### src/rtl/cpu_pkg.sv
// Shared CPU definitions: opcodes, NOP encoding
// and the fetch-stage state encoding.
package cpu_pkg;

  localparam logic [5:0] OP_R    = 6'b000000;
  localparam logic [5:0] OP_J    = 6'b000010;
  localparam logic [5:0] OP_BEQ  = 6'b000100;
  localparam logic [5:0] OP_ADDI = 6'b001000;
  localparam logic [5:0] OP_SLTI = 6'b001010;
  localparam logic [5:0] OP_ANDI = 6'b001100;
  localparam logic [5:0] OP_ORI  = 6'b001101;
  localparam logic [5:0] OP_LW   = 6'b100011;
  localparam logic [5:0] OP_SW   = 6'b101011;

  localparam logic [31:0] NOP = 32'h0;

  typedef enum logic [1:0] {
    ST_IDLE  = 2'd0,
    ST_FETCH = 2'd1,
    ST_DRAIN = 2'd2
  } fetch_state_e;

endpackage

### src/rtl/fetch_stage_next_pc.sv
// Next-PC arithmetic: sequential PC+4 and the
// aligned redirect target (branch over jump).
module next_pc #(
  parameter int ADDR_W = 32
) (
  input  logic [ADDR_W-1:0] pc,
  input  logic [ADDR_W-1:0] link_pc4,
  input  logic              branch_taken,
  input  logic [ADDR_W-1:0] branch_target,
  input  logic              jump,
  input  logic [25:0]       jump_index,
  output logic [ADDR_W-1:0] seq_pc,
  output logic [ADDR_W-1:0] target,
  output logic              redirect
);

  localparam logic [ADDR_W-1:0] ALIGN =
    {{(ADDR_W-2){1'b1}}, 2'b00};
  localparam logic [ADDR_W-1:0] HI_MASK =
    {{(ADDR_W-28){1'b1}}, 28'h0};

  logic [ADDR_W-1:0] br_tgt;
  logic [ADDR_W-1:0] jmp_tgt;

  assign seq_pc  = pc + ADDR_W'(4);
  assign br_tgt  = branch_target & ALIGN;
  assign jmp_tgt = (link_pc4 & HI_MASK)
                 | ADDR_W'({jump_index, 2'b00});

  assign redirect = branch_taken | jump;

  // branch has priority over jump
  always_comb begin
    target = jmp_tgt;
    if (branch_taken) target = br_tgt;
  end

endmodule

### src/rtl/fetch_stage.sv
// Instruction fetch: PC, single-outstanding
// imem port, redirect/drain, IF/ID register.
module fetch_stage
  import cpu_pkg::*;
#(
  parameter int              ADDR_W   = 32,
  parameter int              DATA_W   = 32,
  parameter logic [ADDR_W-1:0] RESET_PC = '0
) (
  input  logic              clk,
  input  logic              rst_n,
  output logic              imem_req,
  output logic [ADDR_W-1:0] imem_addr,
  input  logic [DATA_W-1:0] imem_rdata,
  input  logic              imem_valid,
  input  logic              stall,
  input  logic              branch_taken,
  input  logic [ADDR_W-1:0] branch_target,
  input  logic              jump,
  input  logic [25:0]       jump_index,
  output logic [DATA_W-1:0] if_id_instr,
  output logic [ADDR_W-1:0] if_id_pc4,
  output logic              if_id_valid,
  output logic [5:0]        opcode
);

  fetch_state_e      state;
  logic [ADDR_W-1:0] pc;
  logic [ADDR_W-1:0] drain_addr;
  logic [ADDR_W-1:0] seq_pc;
  logic [ADDR_W-1:0] target;
  logic              redir_req;
  logic              redirect;

  next_pc #(.ADDR_W(ADDR_W)) u_next_pc (
    .pc            (pc),
    .link_pc4      (if_id_pc4),
    .branch_taken  (branch_taken),
    .branch_target (branch_target),
    .jump          (jump),
    .jump_index    (jump_index),
    .seq_pc        (seq_pc),
    .target        (target),
    .redirect      (redir_req)
  );

  // redirects need a real instruction in IF/ID
  assign redirect = if_id_valid & redir_req;

  assign imem_req =
    (state == ST_DRAIN) ||
    ((state == ST_FETCH) && !stall);

  assign imem_addr =
    (state == ST_DRAIN) ? drain_addr : pc;

  assign opcode = if_id_instr[DATA_W-1 -: 6];

  // fetch FSM, PC and IF/ID register
  always_ff @(posedge clk or negedge rst_n) begin
    if (!rst_n) begin
      state       <= ST_IDLE;
      pc          <= RESET_PC;
      drain_addr  <= '0;
      if_id_instr <= DATA_W'(NOP);
      if_id_pc4   <= '0;
      if_id_valid <= 1'b0;
    end else begin
      unique case (state)
        ST_IDLE: begin
          state <= ST_FETCH;
        end
        ST_FETCH: begin
          if (redirect) begin
            pc          <= target;
            if_id_instr <= DATA_W'(NOP);
            if_id_valid <= 1'b0;
            if (imem_req && !imem_valid) begin
              state      <= ST_DRAIN;
              drain_addr <= pc;
            end
          end else if (stall) begin
            pc <= pc;
          end else if (imem_valid) begin
            pc          <= seq_pc;
            if_id_instr <= imem_rdata;
            if_id_pc4   <= seq_pc;
            if_id_valid <= 1'b1;
          end else begin
            if_id_instr <= DATA_W'(NOP);
            if_id_valid <= 1'b0;
          end
        end
        ST_DRAIN: begin
          if (redirect) begin
            pc          <= target;
            if_id_instr <= DATA_W'(NOP);
            if_id_valid <= 1'b0;
          end
          if (imem_valid) state <= ST_FETCH;
        end
        default: begin
          state <= ST_IDLE;
        end
      endcase
    end
  end

endmodule
### config.mk
export PLATFORM = sky130hd
export DESIGN_NAME = fetch_stage
export DESIGN_NICKNAME = d
export VERILOG_FILES = /design/src/rtl/cpu_pkg.sv /design/src/rtl/fetch_stage_next_pc.sv /design/src/rtl/fetch_stage.sv
export SDC_FILE = /design/constraint.sdc
export NUM_CORES = 1
export LEC_CHECK = 0
export ABC_AREA = 1
export CAP_MARGIN = 20
export CORE_UTILIZATION = 45
export DETAILED_ROUTE_END_ITERATION = 12
export PLACE_DENSITY = 0.78
export SLEW_MARGIN = 20
export SYNTH_ARGS = -nofsm -noshare
export SYNTH_HDL_FRONTEND = slang
export SYNTH_SLANG_ARGS = --single-unit
### constraint.sdc
create_clock -name clk -period 3.2 [get_ports clk]
set_clock_uncertainty 0.15 [all_clocks]
set_input_delay 0.64 -clock clk [delete_from_list [all_inputs] [get_ports clk]]
set_output_delay 0.64 -clock clk [all_outputs]
set_load 0.005 [all_outputs]
# ---- After elaboration in Yosys (flattened, before gate mapping)
# Index checks and enable logic that the tools add are counted.
dict set report word_totals {
  ff_bits 131
  input_bits 96
  output_inout_bits 104
  elab_cells 53
}
dict set report op_classes {
  n_addsub 1
  n_eq_ne 8
  mux 21
  bitwise 5
  n_reduce_logical 12
}
# operator n
set op_table {}
lappend op_table {{$mux W32} 10}
lappend op_table {{$pmux W32 S2} 2}
lappend op_table {{$add A32 B3 Y32 const B} 1}
lappend op_table {{$or A32 B28 Y32} 1}
lappend op_table {{$reduce_and A3 Y1} 3}
lappend op_table {{$reduce_and A4 Y1} 2}
lappend op_table {{$mux W2} 3}
lappend op_table {{$ne A2 B2 Y1 const B} 3}
lappend op_table {{$ne A3 B3 Y1 const B} 2}
lappend op_table {{$pmux W2 S3} 1}
lappend op_table {{$mux W1} 4}
lappend op_table {{$eq A2 B1 Y1 const B} 1}
lappend op_table {{$eq A2 B2 Y1 const B} 1}
lappend op_table {{$logic_and A1 B1 Y1} 2}
lappend op_table {{$logic_not A1 Y1} 2}
lappend op_table {{$logic_not A2 Y1} 1}
lappend op_table {{$ne A2 B1 Y1 const B} 1}
lappend op_table {{$not A1 Y1} 2}
lappend op_table {{$pmux W1 S2} 1}
lappend op_table {{$reduce_bool A2 Y1} 1}
lappend op_table {{$and A1 B1 Y1} 1}
lappend op_table {{$logic_or A1 B1 Y1} 1}
lappend op_table {{$or A1 B1 Y1} 1}

# ---- Logic depth before layout (Yosys ltp)
dict set report depth {
  depth_word 7
  depth_mapped 10
  depth_no_buf 10
}

# ---- Hierarchy
# From an unflattened synthesis, not the netlist that was laid out.
dict set report hier_totals {
  cells_unflattened 1029
  area_unflattened_um2 7180.6
}
# module n_inst cells_each area_each_um2 seq_area_each_um2
set modules_own_cells {}
lappend modules_own_cells {fetch_stage 1 751 5871.9 3278.1}
lappend modules_own_cells {next_pc 1 278 1308.8 0.0}

# ---- Least setup slack after synthesis
# OpenSTA, ideal clock, no wires.
dict set report synth_timing {
  path_kind {input to register}
  start {input port branch_taken}
  end {register pc[30]}
  setup_time_ns 0.116
  arrival_time_ns 1.605
  setup_slack_ns 1.329
  path_stages 8
  cell_sequence {buf_2 -> o21ai_4 -> nand2_2 -> inv_2 -> buf_2 -> nand3_1 -> nand2_1 -> nand2_1}
}
dict set report synth_via {
  elab_chain_len 4
  word_cells_on_any_way 10
}
# item line_no
set synth_lines {}
lappend synth_lines {{start: declaration} fetch_stage.sv:17} ;# input logic branch_taken,
lappend synth_lines {{$or A1 B1 Y1} fetch_stage_next_pc.sv:30} ;# assign redirect = branch_taken | jump;
lappend synth_lines {{$and A1 B1 Y1} fetch_stage.sv:48} ;# assign redirect = if_id_valid & redir_req;
lappend synth_lines {{$ne A3 B3 Y1 (no source line), or another cell as far along} -}
lappend synth_lines {{$reduce_and A4 Y1 (no source line) / $pmux W32 S2 (equally long branches)} -}
lappend synth_lines {{end signal: assignment} fetch_stage.sv:75} ;# pc <= target;
lappend synth_lines {{end signal: assignment} fetch_stage.sv:83} ;# pc <= pc;
lappend synth_lines {{end signal: assignment} fetch_stage.sv:85} ;# pc <= seq_pc;
lappend synth_lines {{end: declaration} fetch_stage.sv:28} ;# logic [ADDR_W-1:0] pc;
# Several ways; a longest one is shown, not always the timed one. The select of a mux whose other input is x is not followed.
# A chain may end at the register's enable or synchronous reset.

# ---- Worst setup path in the final report
dict set report layout_timing {
  start {register state[1]}
  end {output port imem_addr[23]}
}
dict set report layout_via {
  elab_chain_len 2
}
# item line_no
set layout_lines {}
lappend layout_lines {{start: declaration} fetch_stage.sv:27} ;# fetch_state_e state;
lappend layout_lines {{start signal: assignment} fetch_stage.sv:62} ;# state <= ST_IDLE;
lappend layout_lines {{start signal: assignment} fetch_stage.sv:71} ;# state <= ST_FETCH;
lappend layout_lines {{start signal: assignment} fetch_stage.sv:79} ;# state <= ST_DRAIN;
lappend layout_lines {{$eq A2 B2 Y1} fetch_stage.sv:55} ;# (state == ST_DRAIN) ? drain_addr : pc;
lappend layout_lines {{$mux W32} fetch_stage.sv:55}
lappend layout_lines {{end: declaration} fetch_stage.sv:13} ;# output logic [ADDR_W-1:0] imem_addr,
# No other way between the ends.

==> run_results.csv <==
group,metric,value,unit
outcome,run_status,"finished, final reports clean",
global_routing,grt_overflow,0,
clock_network,cts_tree,"done",
cells_and_area,post_route_cells_drive_above_1_share,0.0627,
setup_path,worst-endpoint-arrival,2.26,ns
clock_network,cts-buffers-inserted,17,
synthesis,synth_top_cell_by_area,"sky130_fd_sc_hd__dfrtp_1",
global_routing,maximum_number_of_pins_on_one_net_before_global_route_repair,54,
cells_and_area,finished_cell_area,9260,µm²
timing,period_share,0.954,
pwr,p_sw,2.56,mW
synthesis,synth_warn,0,
cells_and_area,finalNonFillerCells,1248,
placed_design,io_buffer_count,193,
pwr,switching_share,0.342,
clock_network,cts-hold-fix-buffers,0,
clock_network,clock_tree_sinks,125,
routing,vias,6383,
routing,viasPerCell,5.11,
setup_path,path_class,"flop to output pin",
timing,worst-slew-pin-transition,0.606,ns
synthesis,syn_area_per_cell,7.50,µm²
setup_path,worst-endpoint-required,2.41,ns
global_routing,grt_pass1_vias,5943,
setup_path,setup.worst_path.end_class,"output pin",
clock_network,cts_max_level,4,
synthesis,post_synth_main_area_contributors,"sky130_fd_sc_hd__dfrtp_1 (48%), sky130_fd_sc_hd__nand2_1 (16%), sky130_fd_sc_hd__o21ai_0 (7.6%)",
placed_design,dp_slack,0.496,ns
cells_and_area,fin_nets,1152,
timing,final.setup.worst_slack,0.146,ns
run,maxCapViolations,0,
placed_design,gp_routability_congestion,0.920,
synthesis,cell_area_synth,6560,µm²
clock_network,clock_tree.buffer_depth,2,
cells_and_area,layout.core_utilization,0.659,
timing,unrepaired_setup_endpoints_after_global_routing,"no",
cells_and_area,fill_cells,1218,
global_routing,grt_antenna_before_repair,0,
synthesis,yosys_register_bits,125,
synthesis,netlist_instances,875,
synthesis,ys_seq_area_frac,0.477,
timing,fmax,327,MHz
routing,detail_route.drc_violations,0,
cells_and_area,seq_area,3130,µm²
placed_design,numPlacedInstances,1216,
clock_network,post_cts_resize_count,0,
cells_and_area,antenna_cells_inserted,0,
cells_and_area,area_taken_by_multi_input_logic_gates,2850,µm²
pwr,power_density,810,nW/µm²
pwr,power.total,7.50,mW
floorplanning,initial_cell_density_of_the_core,0.467,
timing,finalWorstPathRequiredPeriod,3.05,ns
placed_design,placedInstanceArea,8610,µm²
global_routing,globalRouteTotalUtil,0.265,
cells_and_area,mostFrequentLayoutCell,"sky130_fd_sc_hd__nand2_1",
hold_path,worst_hold_path_type,"input port to asynchronous set/reset pin",
clock_network,clkSlewWorstSetupHoldPaths,0.06,ns
floorplanning,die_h,123,µm
pwr,irDropWorstVdd,0.371,mV
floorplanning,area_enclosed_by_the_die_boundary,15100,µm²
floorplanning,floorplan.rows,43,
pwr,power.share.clock,0.277,
clock_network,clock_tree.root_cell,"sky130_fd_sc_hd__clkbuf_16",
pwr,leakage,4.10,nW
clock_network,clock_insertion_delay_worst_skew,0.42,ns
synthesis,synth_cell_types,31,
pwr,share_comb_of_total_power,0.365,
placed_design,dpl.hpwl,13900,µm
routing,drt_first_iter_violations,526,
routing,routed_wirelength,19200,µm
setup_path,critical_path.startpoint_type,"flop",
synthesis,synth.top_cell.area_share,0.477,
setup_path,crit_path_max_fanout,42,
clock_network,post_cts_buffers,0,
routing,ant_nets,0,
pwr,power.share.sequential,0.358,
setup_path,timing.reg2reg.setup_slack,1.13,ns
cells_and_area,layout.cells.most_common_list,"sky130_fd_sc_hd__nand2_1 (276), sky130_fd_sc_hd__clkdlybuf4s50_1 (191), sky130_fd_sc_hd__dfrtp_1 (125), sky130_fd_sc_hd__o21ai_0 (100), sky130_fd_sc_hd__nor2_1 (84)",
timing,slew_headroom,0.596,
timing,slew_viol_final,0,
routing,drt_pass1_iterations,4,
timing,setup_viol,0,
floorplanning,floorplan.io_pins,200,
routing,drt-wirelength-per-cell,15.4,µm
timing,hold_viol,0,
pwr,internal_power,4.93,mW
timing,fin_tns_setup,0,ns
timing,hold-worst-slack,0.0809,ns
floorplanning,core_region_area,14000,µm²
floorplanning,die_w,123,µm
global_routing,wire_length_of_the_first_global_routing_pass,30100,µm
cells_and_area,layout-area-overhead-vs-synth,41.0,%
[path summary, 6_finish.rpt]
| kind | start | endpoint | cells after the start |
|---|---|---|---|
| max | state[1] | imem_addr[23] | 6 |
| max in group asynchronous | rst_n | pc[16] | 2 |
| min | rst_n | drain_addr[24] | 1 |
| min reg2reg | if_id_pc4[9] | if_id_pc4[9] | 2 |
| max reg2reg | pc[2] | pc[14] | 10 |
| min in group clk | if_id_pc4[9] | if_id_pc4[9] | 2 |
[synth_stat cells]
library cell / count
sky130_fd_sc_hd__o21ai_4: 1
sky130_fd_sc_hd__xor2_1: 7
sky130_fd_sc_hd__nor2_8: 1
sky130_fd_sc_hd__nor2_1: 84
sky130_fd_sc_hd__nor3_2: 1
sky130_fd_sc_hd__nor3_1: 1
sky130_fd_sc_hd__buf_4: 14
sky130_fd_sc_hd__inv_2: 6
sky130_fd_sc_hd__buf_2: 16
sky130_fd_sc_hd__buf_6: 3
sky130_fd_sc_hd__o211ai_1: 2
sky130_fd_sc_hd__a31oi_1: 17
sky130_fd_sc_hd__nor2_4: 1
sky130_fd_sc_hd__nand2_1: 277
sky130_fd_sc_hd__o21ai_1: 37
sky130_fd_sc_hd__a21oi_2: 3
sky130_fd_sc_hd__mux2i_1: 15
sky130_fd_sc_hd__nand4_1: 1
sky130_fd_sc_hd__o21ai_2: 1
sky130_fd_sc_hd__ha_1: 1
sky130_fd_sc_hd__nand3_1: 50
sky130_fd_sc_hd__inv_1: 76
sky130_fd_sc_hd__nand2_2: 2
sky130_fd_sc_hd__a21oi_1: 14
sky130_fd_sc_hd__clkbuf_2: 1
sky130_fd_sc_hd__clkinv_4: 1
sky130_fd_sc_hd__nand4_2: 1
sky130_fd_sc_hd__conb_1: 1
sky130_fd_sc_hd__dfrtp_1: 125
sky130_fd_sc_hd__clkbuf_1: 15
sky130_fd_sc_hd__o21ai_0: 100
[power by group through the flow]
| stage | clock network [mW] | logic (mW) | registers [mW] |
|---|---|---|---|
| final | 2.08 | 2.74 | 2.68 |
| after global routing | 2.17 | 3.04 | 2.76 |
| after CTS | 2.10 | 2.76 | 2.67 |
| after detailed placement | 0 | 2.73 | 2.69 |
| after global placement | 0 | 2.68 | 2.67 |
| after floorplan | 0 | 1.33 | 2.59 |
[worst max-delay path, stage by stage, from the launching register on]
cell	delay, ns
sky130_fd_sc_hd__dfrtp_1	0.41
sky130_fd_sc_hd__inv_2	0.09
sky130_fd_sc_hd__nor2_8	0.27
sky130_fd_sc_hd__buf_12	0.24
sky130_fd_sc_hd__nand2_1	0.06
sky130_fd_sc_hd__o21ai_0	0.18
sky130_fd_sc_hd__clkdlybuf4s50_1	0.59
[cell families after synthesis]
logic type	after synthesis	synth area share
and+or+nand+nor	419	0.256
AOI/OAI and AO/OA	175	0.141
buffers and inverters	132	0.0909
DFF	125	0.477
muxes	15	0.0229
xor gates and xnor gates	7	0.00934
adders and majority gates	1	0.00191
other	1	0.000571
[per-layer routing]
| metal | track usage | share of wire | wire length, µm |
|---|---|---|---|
| met5 | 0 | 0 | 0 |
| met4 | 0.0869 | 0.020 | 389 |
| met3 | 0.0664 | 0.072 | 1380 |
| met2 | 0.425 | 0.47 | 9030 |
| met1 | 0.350 | 0.44 | 8420 |
[state kept, by name (all words and copies together), names as in the netlist]
signal / cells
if_id_instr: 32
pc: 30
if_id_valid: 1
state: 2
drain_addr: 30
if_id_pc4: 30
[cell type report]
cell class              count  share of cell area
multi-input cells         621               0.308
inverters                  83              0.0342
clock inverters            13              0.0203
repair buffers            207               0.226
clock buffers              19              0.0489
well taps                 180              0.0243
flip-flops and latches    125               0.338
No activity file was read; power rests on OpenSTA's default activity.
